==> src/rtl/mem_access_unit.sv <==
`default_nettype none
// +----------------------------------------------------------------------------+
// | Module      : mem_access_unit                                              |
// | Description : Single-outstanding load/store initiator for a byte-banked    |
// |               32-bit memory without byte enables. Sub-word stores are done |
// |               as read-modify-write. Optional macro: MISALIGN_TRAP_EN.      |
// | Revision    : 1.0 - initial release                                        |
// +----------------------------------------------------------------------------+
module mem_access_unit #(
    parameter int MEM_RD_LAT = 1,
    parameter int ADDR_W     = 32
) (
    input  logic              Clk,
    input  logic              Reset,
    input  logic              req_valid,
    output logic              req_ready,
    input  logic              req_we,
    input  logic [1:0]        req_size,
    input  logic              req_unsigned,
    input  logic [ADDR_W-1:0] req_addr,
    input  logic [31:0]       req_wdata,
    output logic              resp_valid,
    output logic [31:0]       resp_rdata,
    output logic              resp_err,
    output logic [ADDR_W-1:0] mem_raddress,
    output logic [ADDR_W-1:0] mem_waddress,
    output logic [31:0]       mem_datain,
    input  logic [31:0]       mem_dataout,
    output logic              mem_wr
);

    typedef enum logic [1:0] {
        ST_IDLE  = 2'd0,
        ST_READ  = 2'd1,
        ST_WRITE = 2'd2,
        ST_RESP  = 2'd3
    } state_t;

    localparam logic [2:0] c_cnt_last = 3'(MEM_RD_LAT);
    localparam logic [1:0] c_sz_byte  = 2'b00;
    localparam logic [1:0] c_sz_half  = 2'b01;

    state_t              state_q, state_d;
    logic [2:0]          cnt_q, cnt_d;
    logic                we_q, we_d;
    logic [1:0]          size_q, size_d;
    logic                uns_q, uns_d;
    logic [ADDR_W-1:0]   addr_q, addr_d;
    logic [31:0]         wdata_q, wdata_d;
    logic [31:0]         old_q, old_d;

    logic                w_wr_phase;
    logic                w_resp_phase;
    logic [31:0]         w_merged;
    logic [31:0]         w_extract;

`ifdef MISALIGN_TRAP_EN
    logic                err_q, err_d;
    logic                w_misalign;

    assign w_misalign = ((req_size == c_sz_half) && req_addr[0])
                      || (req_size[1] && (req_addr[1:0] != 2'b00));
`endif

    // Old word from the read phase supplies the bytes the store leaves untouched.
    always_comb begin
        w_merged = wdata_q;
        case (size_q)
            c_sz_byte: w_merged = {old_q[31:8],  wdata_q[7:0]};
            c_sz_half: w_merged = {old_q[31:16], wdata_q[15:0]};
            default:   w_merged = wdata_q;
        endcase
    end

    always_comb begin
        w_extract = old_q;
        case (size_q)
            c_sz_byte: w_extract = {{24{old_q[7]  & ~uns_q}}, old_q[7:0]};
            c_sz_half: w_extract = {{16{old_q[15] & ~uns_q}}, old_q[15:0]};
            default:   w_extract = old_q;
        endcase
    end

    always_comb begin
        state_d      = state_q;
        cnt_d        = cnt_q;
        we_d         = we_q;
        size_d       = size_q;
        uns_d        = uns_q;
        addr_d       = addr_q;
        wdata_d      = wdata_q;
        old_d        = old_q;
`ifdef MISALIGN_TRAP_EN
        err_d        = err_q;
`endif
        req_ready    = 1'b0;
        w_wr_phase   = 1'b0;
        w_resp_phase = 1'b0;

        case (state_q)
            ST_IDLE: begin
                req_ready = 1'b1;
                cnt_d     = 3'd0;
                if (req_valid) begin
                    we_d    = req_we;
                    size_d  = req_size;
                    uns_d   = req_unsigned;
                    addr_d  = req_addr;
                    wdata_d = req_wdata;
                    // Full-word stores need no old data, so they skip the read.
                    state_d = (req_we && req_size[1]) ? ST_WRITE : ST_READ;
`ifdef MISALIGN_TRAP_EN
                    err_d = w_misalign;
                    if (w_misalign) begin
                        state_d = ST_RESP;
                    end
`endif
                end
            end
            ST_READ: begin
                if (cnt_q == c_cnt_last) begin
                    old_d   = mem_dataout;
                    cnt_d   = 3'd0;
                    state_d = we_q ? ST_WRITE : ST_RESP;
                end else begin
                    cnt_d = cnt_q + 3'd1;
                end
            end
            ST_WRITE: begin
                w_wr_phase = 1'b1;
                state_d    = ST_RESP;
            end
            ST_RESP: begin
                w_resp_phase = 1'b1;
                state_d      = ST_IDLE;
            end
            default: state_d = ST_IDLE;
        endcase
    end

    always_ff @(posedge Clk) begin
        if (Reset) begin
            state_q <= ST_IDLE;
            cnt_q   <= 3'd0;
            we_q    <= 1'b0;
            size_q  <= 2'd0;
            uns_q   <= 1'b0;
            addr_q  <= '0;
            wdata_q <= 32'd0;
            old_q   <= 32'd0;
`ifdef MISALIGN_TRAP_EN
            err_q   <= 1'b0;
`endif
        end else begin
            state_q <= state_d;
            cnt_q   <= cnt_d;
            we_q    <= we_d;
            size_q  <= size_d;
            uns_q   <= uns_d;
            addr_q  <= addr_d;
            wdata_q <= wdata_d;
            old_q   <= old_d;
`ifdef MISALIGN_TRAP_EN
            err_q   <= err_d;
`endif
        end
    end

    // Reset also masks the strobes so an aborted access has no visible effect.
    assign mem_wr       = w_wr_phase & ~Reset;
    assign mem_datain   = w_wr_phase ? w_merged : 32'd0;
    assign resp_valid   = w_resp_phase & ~Reset;
    assign mem_raddress = (state_q == ST_IDLE) ? req_addr : addr_q;
    assign mem_waddress = (state_q == ST_IDLE) ? req_addr : addr_q;

`ifdef MISALIGN_TRAP_EN
    assign resp_err   = resp_valid & err_q;
    assign resp_rdata = (resp_valid && !we_q && !err_q) ? w_extract : 32'd0;
`else
    assign resp_err   = 1'b0;
    assign resp_rdata = (resp_valid && !we_q) ? w_extract : 32'd0;
`endif

endmodule
`default_nettype wire
==> config.mk <==
export PLATFORM = sky130hd
export DESIGN_NAME = mem_access_unit
export DESIGN_NICKNAME = d
export VERILOG_FILES = /design/src/rtl/mem_access_unit.sv
export SDC_FILE = /design/constraint.sdc
export NUM_CORES = 1
export LEC_CHECK = 0
export CORE_MARGIN = 2
export CORE_UTILIZATION = 25
export CTS_CLUSTER_DIAMETER = 150
export DETAILED_ROUTE_END_ITERATION = 10
export GPL_TIMING_DRIVEN = 0
export PLACE_DENSITY = 0.57
export SLEW_MARGIN = 20
export SYNTH_ARGS = -nofsm -noshare
export SYNTH_HDL_FRONTEND = slang
export SYNTH_SLANG_ARGS = --single-unit
==> constraint.sdc <==
create_clock -name Clk -period 1.6 [get_ports Clk]
set_clock_uncertainty 0.15 [all_clocks]
set_input_delay 0.16 -clock Clk [delete_from_list [all_inputs] [get_ports Clk]]
set_output_delay 0.16 -clock Clk [all_outputs]
set_load 0.05 [all_outputs]
# Word level (Yosys, flattened, before mapping)
# Cells that the tools add are included.
classes:
  n_addsub: 1
  eq_ne: 7
  muxes: 15
  n_bitwise: 6
  reduce_logical: 9
op_table:
  columns: ["operator", "n"]
  rows:
  - ["case mux 32 bit (2 select lines)", 2]
  - ["2-to-1 mux 32 bit", 3]
  - ["case mux 2 bit (4 select lines)", 1]
  - ["2-to-1 mux 2 bit", 3]
  - ["case mux 3 bit (2 select lines)", 1]
  - ["AND reduction 2 bit", 3]
  - ["bitwise AND 1 bit", 4]
  - ["equality test 2 x 1 -> 1 bit (second input constant)", 2]
  - ["equality test 2 bit (second input constant)", 2]
  - ["zero test 2 bit", 2]
  - ["2-to-1 mux 1 bit", 4]
  - ["inequality test 2 bit (second input constant)", 2]
  - ["adder 3 x 1 -> 3 bit (second input constant)", 1]
  - ["equality test 3 x 1 -> 1 bit (second input constant)", 1]
  - ["2-to-1 mux 3 bit", 1]
  - ["logical AND 1 bit", 2]
  - ["NOT 1 bit", 2]
  - ["nonzero test 2 bit", 1]
  - ["zero test 1 bit", 1]
totals:
  register_bits: 105
  in_bits: 103
  out_inout_bits: 132

# Logic depth before layout (Yosys ltp)
logic_depth:
  word_depth: 5
  depth_mapped: 8
  mapped_depth_nobuf: 6

# Least setup slack after synthesis
# Ideal clock, no wire load.
synth_path:
  path_type: "register to output"
  from: "register state_q[0]"
  to: "output resp_rdata[21]"
  arrival_ns: 2.325
  path_slack_ns: -1.035
  path_stages_with_launch: 7
  n_path_buf: 1
  path_cell_list: "dfxtp_1 > ha_1 > nor2b_2 > and2b_2 > o21ai_2 > buf_2 > a21oi_1"
synth_between:
  elab_chain_len: 5
synth_rtl:
  columns: ["item", "line_no", "text"]
  rows:
  - ["start: declaration", "43", "state_t state_q, state_d;"]
  - ["start signal: assignment", "155", "state_q <= state_d;"]
  - ["equality test 2 bit", "100", "case (state_q)"]
  - ["2-to-1 mux 1 bit", "100", null]
  - ["bitwise AND 1 bit", "172", "assign resp_valid = w_resp_phase & ~Reset;"]
  - ["via resp_valid", "22", "output logic resp_valid,"]
  - ["logical AND 1 bit", "181", "assign resp_rdata = (resp_valid && !we_q) ? w_extract : 32'd0;"]
  - ["2-to-1 mux 32 bit", "181", null]
  - ["end: declaration", "23", "output logic [31:0] resp_rdata,"]
# The timed path passes the listed nets, and every way through them passes these cells.

# Worst setup path after layout
layout_path:
  from: "register state_q[0]"
  to: "output mem_waddress[31]"
layout_between:
  elab_chain_len: 2
layout_rtl:
  columns: ["item", "line_no", "text"]
  rows:
  - ["zero test 2 bit", "174", "assign mem_waddress = (state_q == ST_IDLE) ? req_addr : addr_q;"]
  - ["2-to-1 mux 32 bit", "174", null]
  - ["end: declaration", "26", "output logic [ADDR_W-1:0] mem_waddress,"]
# Every way passes these cells.

==> tab_implementation.tex <==
\begin{tabular}{lr}
\hline
Metric & Value \\
\hline
\multicolumn{2}{l}{\textbf{Run status}} \\
Run status & complete, but fails checks \\
Violations in the final reports & setup timing \\
\multicolumn{2}{l}{\textbf{Setup path}} \\
Worst path required time & 1.29 ns \\
Cell repeated most along the worst path & sky130\_fd\_sc\_hd\_\_buf\_6 \\
Setup crit start kind & flop \\
Worst path bufs/invs & 5 \\
Critical Path, Cell by Cell & inv\_4, ha\_4, clkbuf\_16, buf\_4, mux2\_4, buf\_6, buf\_6 \\
Arr. time, crit path & 1.83 ns \\
Critical Path Max Stage Delay & 0.38 ns \\
Crit-path leading delay family & buffers and inverters \\
Class of the most critical setup path & reg -> out \\
Critical Path Slowest Stage Cell & sky130\_fd\_sc\_hd\_\_dfxtp\_4 \\
Crit end category & output port \\
Max Fanout on Critical Path & 5 \\
\multicolumn{2}{l}{\textbf{Synthesis}} \\
Cell with the most instances after synthesis & sky130\_fd\_sc\_hd\_\_nand2\_1 \\
Share of flip-flops with an asynchronous set or reset & 0\% \\
Number of distinct library cell variants in the gate-level netlist after synthesis & 36 \\
Share of the synthesized area in the top cell type & 40.0\% \\
Post-synth top cells & 224 x sky130\_fd\_sc\_hd\_\_nand2\_1, 118 x sky130\_fd\_sc\_hd\_\_a21oi\_1, 105 x sky130\_fd\_sc\_hd\_\_dfxtp\_1, 34 x sky130\_fd\_sc\_hd\_\_buf\_4, 32 x sky130\_fd\_sc\_hd\_\_mux2\_2 \\
Post-synthesis area per instance & 7.66 um\^{}2 \\
Total of flip-flops plus latches after synthesis & 105 \\
Cell type with the highest aggregate area in the netlist & sky130\_fd\_sc\_hd\_\_dfxtp\_1 \\
Ys Warns & 0 \\
Synthesized net count & 794 \\
Sequential-to-total area share from yosys stat & 40.0\% \\
Number of enable-type register cells in the synthesized netlist & 0 \\
Predominant post-synthesis flop cell & sky130\_fd\_sc\_hd\_\_dfxtp\_1 \\
Summed instance area of the synthesized netlist & 5260 um\^{}2 \\
Synthesized instance count & 687 \\
Leading cell types by total area after synthesis & sky130\_fd\_sc\_hd\_\_dfxtp\_1 40\%, sky130\_fd\_sc\_hd\_\_nand2\_1 16\%, sky130\_fd\_sc\_hd\_\_a21oi\_1 11\% \\
\multicolumn{2}{l}{\textbf{Clock network}} \\
Register clock-pin slew on the reported worst setup and hold paths & 0.08 ns \\
Cts bufs inserted & 9 \\
CTS tree & done \\
Hold\_buf cts & 0 \\
CTS root buf & sky130\_fd\_sc\_hd\_\_clkbuf\_16 \\
Deepest level of the CTS H-tree & 3 \\
Clock Latency Late Sink & 0.35 ns \\
Clock sinks & 105 \\
Number of buffers between clock root and the deepest sink & 2 \\
\multicolumn{2}{l}{\textbf{Final layout}} \\
Diode count & 0 \\
Design Area, Final & 10800 um\^{}2 \\
Nets@finish & 1097 \\
Share of post-route cells with drive strength above 1 & 46.9\% \\
Synthesis-to-finish area growth & 105\% \\
\multicolumn{2}{l}{\textbf{Power and ir drop}} \\
Relative contribution of combinational cells to total power & 69.1\% \\
Overall power after layout & 18800 uW \\
Share of power burned in registers & 17.4\% \\
Peak supply drop & 1.41 mV \\
Power spent charging and discharging nets & 7880 uW \\
Leakage component of the power & 0.00417 uW \\
Proportion of total power due to net switching & 42.0\% \\
Cell area power density & 1740 nW/um\^{}2 \\
Design internal power & 10900 uW \\
Power share of the clock group & 13.4\% \\
\multicolumn{2}{l}{\textbf{Floorplan}} \\
Number of top-level pins & 235 \\
Number of rows in the core area & 53 \\
Starting density of the core & 25.3\% \\
Die Width & 149 um \\
Area enclosed by the die boundary & 22200 um\^{}2 \\
Floorplan die height & 149 um \\
Placeable core area & 20800 um\^{}2 \\
\multicolumn{2}{l}{\textbf{Timing}} \\
Max-slew violations & 0 \\
Final critical delay including setup and external delays & 2.14 ns \\
Total count of hold-check failures in the final report & 0 \\
Final setup violating endpoints & 195 \\
Post-route fraction of the period consumed by the critical path & 134\% \\
Unrepaired setup endpoints after global routing & yes \\
Tightest Pin Transition & 0.749 ns \\
Highest Clock Rate & 0.467 GHz \\
Final WS setup & -0.543 ns \\
Worst hold slack & 0.201 ns \\
Relative slew margins & 50.1\% \\
Fin Setup TNS & -66.94 ns \\
\multicolumn{2}{l}{\textbf{Drt}} \\
Pre-antenna DRT Iters & 4 \\
Routed via count divided by cell count & 4.44 \\
Vias & 5637 \\
Final wirelength & 20.0 mm \\
Post-DR wirelength/cell & 15.8 um \\
Number of DRC violations after detailed-routing iteration 0 & 170 \\
Antenna Violating Nets Remaining & 0 \\
Post-route DRC violation count & 0 \\
\multicolumn{2}{l}{\textbf{Placement}} \\
Placed cell areas & 8650 um\^{}2 \\
Pre-CTS setup slack & -1.12 ns \\
Placer congestion estimate & 0.730 \\
Count of buffers from port buffering & 232 \\
Half-perimeter wire length after placement & 13.4 mm \\
\multicolumn{2}{l}{\textbf{Global routing}} \\
Pin count of the biggest net entering global routing & 19 \\
Initial antenna violation count & 0 \\
Number of global-route vias before repair & 5382 \\
GR Overflow Total & 0 \\
Total GRT Usage & 16.4\% \\
Global-route wire length before repair & 28.5 mm \\
\multicolumn{2}{l}{\textbf{Flow run}} \\
Maxcap violations & 0 \\
\multicolumn{2}{l}{\textbf{Worst hold path}} \\
Class of the tightest hold or removal check & in -> reg \\
\hline
\end{tabular}
## power groups by stage
stage / Clock (uW) / Sequential, uW / Combinational (uW)
6_report: 2520 / 3270 / 13000
5_1_grt: 2690 / 3320 / 13600
4_1_cts: 2620 / 3250 / 11100
3_5_place_dp: 0 / 3280 / 9720
3_3_place_gp: 0 / 3280 / 9730
2_1_floorplan: 0 / 3220 / 7160
## layout by cell type (no fill, tap or decap), types with 10 or more instances in the layout
cell type / Yosys / routed
sky130_fd_sc_hd__inv_1: 19 / 17
sky130_fd_sc_hd__clkbuf_16: 0 / 25
sky130_fd_sc_hd__buf_4: 34 / 31
sky130_fd_sc_hd__nand2_2: 4 / 23
sky130_fd_sc_hd__buf_8: 3 / 49
sky130_fd_sc_hd__clkdlybuf4s50_1: 0 / 101
sky130_fd_sc_hd__clkbuf_1: 24 / 10
sky130_fd_sc_hd__mux2i_1: 17 / 11
sky130_fd_sc_hd__mux2_4: 0 / 32
sky130_fd_sc_hd__nand2_1: 224 / 198
sky130_fd_sc_hd__a21oi_2: 11 / 42
sky130_fd_sc_hd__and2_4: 0 / 15
sky130_fd_sc_hd__buf_6: 1 / 149
sky130_fd_sc_hd__nor2b_4: 0 / 18
sky130_fd_sc_hd__a21oi_4: 0 / 22
sky130_fd_sc_hd__a21oi_1: 118 / 65
sky130_fd_sc_hd__dfxtp_1: 105 / 101
## cell type report
class | instances | area (um^2)
Tap cell | 275 | 344
Clock buffer | 10 | 239
Multi-Input combinational cell | 482 | 3550
Buffer | 79 | 910
Inverter | 19 | 76.3
Timing Repair Buffer | 294 | 3440
Clock inverter | 6 | 96.3
Fill cell | 1940 | 10100
Sequential cell | 105 | 2110
## cells by family after synthesis
family                     count (synthesis)  synth area share [%]
adders and majority gates                  4                 0.952
DFF                                      105                  40.0
other                                      1                0.0713
and+or+nand+nor                          282                  22.9
AOI/OAI and AO/OA                        145                  15.2
buffers and inverters                    101                  10.8
muxes                                     49                  10.1
## state kept, by name (all words and copies together), names as in the netlist
register	count
wdata_q	32
size_q	2
cnt_q	3
uns_q	1
we_q	1
old_q	32
addr_q	32
state_q	2
## metal layers
metal	vias to the layer above	wire (um)	part of all wire (%)	track usage, %
met4	0	208	1.0	4.10
met1	2649	8840	44	21.6
met5	-	0	0	0
met2	164	9750	49	27.0
met3	17	1220	6.1	4.13
li1	2807	-	-	-
## tightest hold or removal path: cells and delay by family
kind / cells / cell delay, ns
AND/OR/NAND/NOR: 1 / 0.05
AO/OA/AOI/OAI: 1 / 0.05
buffers and inverters: 1 / 0.39
## what timing repair did
item / in CTS / in global routing
resized for setup: 993 / 182
gates cloned: 4 / 14
buffers inserted: 25 / 22
pin swaps: 5 / 12
endpoints found under the setup margin: 221 / 228
## final timing paths
check	slack (ns)	cells past startpoint	startpoint	endpoint
setup / recovery	-0.54	7	state_q[0]	mem_waddress[31]
hold / removal	0.20	3	mem_dataout[0]	old_q[0]
setup reg to reg	-0.18	9	state_q[0]	wdata_q[14]
hold reg to reg	0.31	2	old_q[0]	old_q[0]
## per-stage QoR
| stage | utilization (%) | cells |
|---|---|---|
| after detailed placement | 41.5 | 1194 |
| after global placement | 41.5 | 1194 |
| after global routing | 51.7 | 1270 |
| after CTS | 46.5 | 1237 |
| final | 51.7 | 1270 |
| after floorplan | - | 687 |
Power figures use the tool's default switching activity.
==> variant, RTL diff (same settings) <==
The option `MISALIGN_TRAP_EN` is turned on by a define.
--- a/src/rtl/mem_access_unit.sv
+++ b/src/rtl/mem_access_unit.sv
@@ -8,2 +8,4 @@
 // +----------------------------------------------------------------------------+
+`define MISALIGN_TRAP_EN
+
 module mem_access_unit #(
Function: changed (Yosys sat finds a counterexample within 4 cycles, from zero or initial values and one cycle with Reset high).
==> variant against the unedited design <==
- the flow still finishes with violations (setup timing)
- sequential cell count up 1
- final cell count down 0.94%
- area after synthesis increased by 2.3%
- power decreased by 12%
- setup slack worse by 0.053 ns
- non-clock buffer count shrank 19
- first-iteration DRC count increased by 31%
- routed wire length decreased by 0.43%
- synthesized cell count is 1.6% higher
- design area decreased by 5.0%
- global-route usage up 0.16 points
- largest power group unchanged
==> variant: results (changes against the unedited design) <==
{
  "final.setup.tns": {"value": -69.06, "unit": "ns", "change": "-2.12 ns"},
  "synthTopCellsByArea": "sky130_fd_sc_hd__dfxtp_1 (39%), sky130_fd_sc_hd__nand2_1 (16%), sky130_fd_sc_hd__a21oi_1 (11%), sky130_fd_sc_hd__mux2_2 (6.9%), sky130_fd_sc_hd__buf_4 (4.6%)",
  "setup_viol": {"value": 233, "change": "+19%"},
  "dpl_worst_slack": {"value": -1.08, "unit": "ns", "change": "+0.0426 ns"},
  "detailed_place_hpwl": {"value": 14600, "unit": "µm", "change": "+9.3%"},
  "num-fill-cells": {"value": 2087, "change": "+7.6%"},
  "port_buffer_count": {"value": 233, "change": "+0.43%"},
  "outcome": "complete, but fails checks",
  "setup_ws": {"value": -0.597, "unit": "ns", "change": "-0.0534 ns"},
  "min_delay_endpoint": "state_q[1]",
  "gpl.final_weighted_congestion": {"value": 0.774, "change": "+5.9%"},
  "grt_use_total": {"value": 0.166, "change": "+0.00161"},
  "synth_adder_area_share": {"value": 0.00930, "change": "-0.000212"},
  "crit_path_end": "mem_waddress[9]",
  "grt_start_max_net_pins": {"value": 17, "change": "-2"},
  "postSynthNetCount": {"value": 805, "change": "+1.4%"},
  "synthesized_area_fraction_occupied_by_ao_oa_aoi_and_oai_cells": {"value": 0.133, "change": "-0.0192"},
  "muxShareOfSynthArea": {"value": 0.0988, "change": "-0.00202"},
  "failed_checks": "setup timing",
  "reg2regPathDepth": {"value": 6, "change": "-3"},
  "via_total_after_detailed_routing": {"value": 5514, "change": "-2.2%"},
  "vdd_drop_max": {"value": 0.712, "unit": "mV", "change": "-50%"},
  "synthTopCellsByCount": "sky130_fd_sc_hd__nand2_1 (227), sky130_fd_sc_hd__a21oi_1 (113), sky130_fd_sc_hd__dfxtp_1 (106), sky130_fd_sc_hd__nor2b_1 (35)",
  "dpl_cell_area": {"value": 0.00901, "unit": "mm²", "change": "+4.1%"},
  "grt_pass1_vias": {"value": 5085, "change": "-5.5%"},
  "nNetsFinal": {"value": 1085, "change": "-1.1%"},
  "synth-seq-area-share": {"value": 0.394, "change": "-0.00520"},
  "hp-start": "Reset"
}
[variant: cell count changes after synthesis, moves of 4 or more]
cell                       change
sky130_fd_sc_hd__a21oi_1       -5
sky130_fd_sc_hd__a21oi_2      -10
sky130_fd_sc_hd__clkbuf_1      +7
sky130_fd_sc_hd__inv_1        -14
sky130_fd_sc_hd__nand2_2       -4
sky130_fd_sc_hd__nor2b_1      +18
sky130_fd_sc_hd__nor3_1        +6
sky130_fd_sc_hd__nor3_2       +12
[variant: repair_timing]
| action | CTS | global route |
|---|---|---|
| pin swaps | 1 | 8 |
| hold buffers | 0 | 0 |
| setup buffers | 2 | 30 |
| resized for setup | 789 | 234 |
| endpoints found under the setup margin | 233 | 235 |
| gates cloned | 0 | 8 |
[variant: kinds of logic after synthesis]
group	after synthesis
buffers and inverters	90
AND/OR/NAND/NOR	316
multiplexers	49
adder cells (fa/ha/maj)	4
AO/OA/AOI/OAI	133
flip-flops	106
[variant: final cells by class]
cell class | instances | area [µm²] | area share
Clock buffer | 14 | 285 | 0.0279
Multi-Input combinational cell | 502 | 3450 | 0.337
Inverter | 5 | 21.3 | 0.00208
Timing Repair Buffer | 273 | 3010 | 0.294
Buffer | 81 | 973 | 0.0951
Sequential cell | 106 | 2130 | 0.208
Tap cell | 275 | 344 | 0.0336
Clock inverter | 2 | 16.3 | 0.00159
[variant: where the power goes]
part	internal, mW	switching [mW]
logic	5.36	5.66
clock network	1.25	1.04
registers	3.02	0.248
total	9.62	6.95
[variant: critical path, cell delays in order, from the launching register on]
cell and delay [ns]:
sky130_fd_sc_hd__dfxtp_4 0.38, sky130_fd_sc_hd__inv_2 0.06, sky130_fd_sc_hd__ha_4 0.18, sky130_fd_sc_hd__clkbuf_16 0.16, sky130_fd_sc_hd__clkbuf_16 0.16, sky130_fd_sc_hd__mux2_4 0.33, sky130_fd_sc_hd__buf_8 0.12, sky130_fd_sc_hd__buf_6 0.14
[variant: metal layers]
| layer | track usage | wire, µm | up-vias | part of all wire |
|---|---|---|---|---|
| li1 | - | - | 2819 | - |
| met4 | 0.0430 | 270 | 0 | 0.014 |
| met5 | 0 | 0 | - | 0 |
| met1 | 0.211 | 8700 | 2523 | 0.44 |
| met3 | 0.0455 | 1250 | 17 | 0.063 |
| met2 | 0.277 | 9710 | 155 | 0.49 |
[variant: stage by stage]
step | hold slack [ns] | instances
2_1_floorplan | 0.146 | 698
6_report | 0.0290 | 1258
3_3_place_gp | 0.288 | 1206
3_5_place_dp | 0.293 | 1206
4_1_cts | 0.0197 | 1223
5_1_grt | 0.0419 | 1258
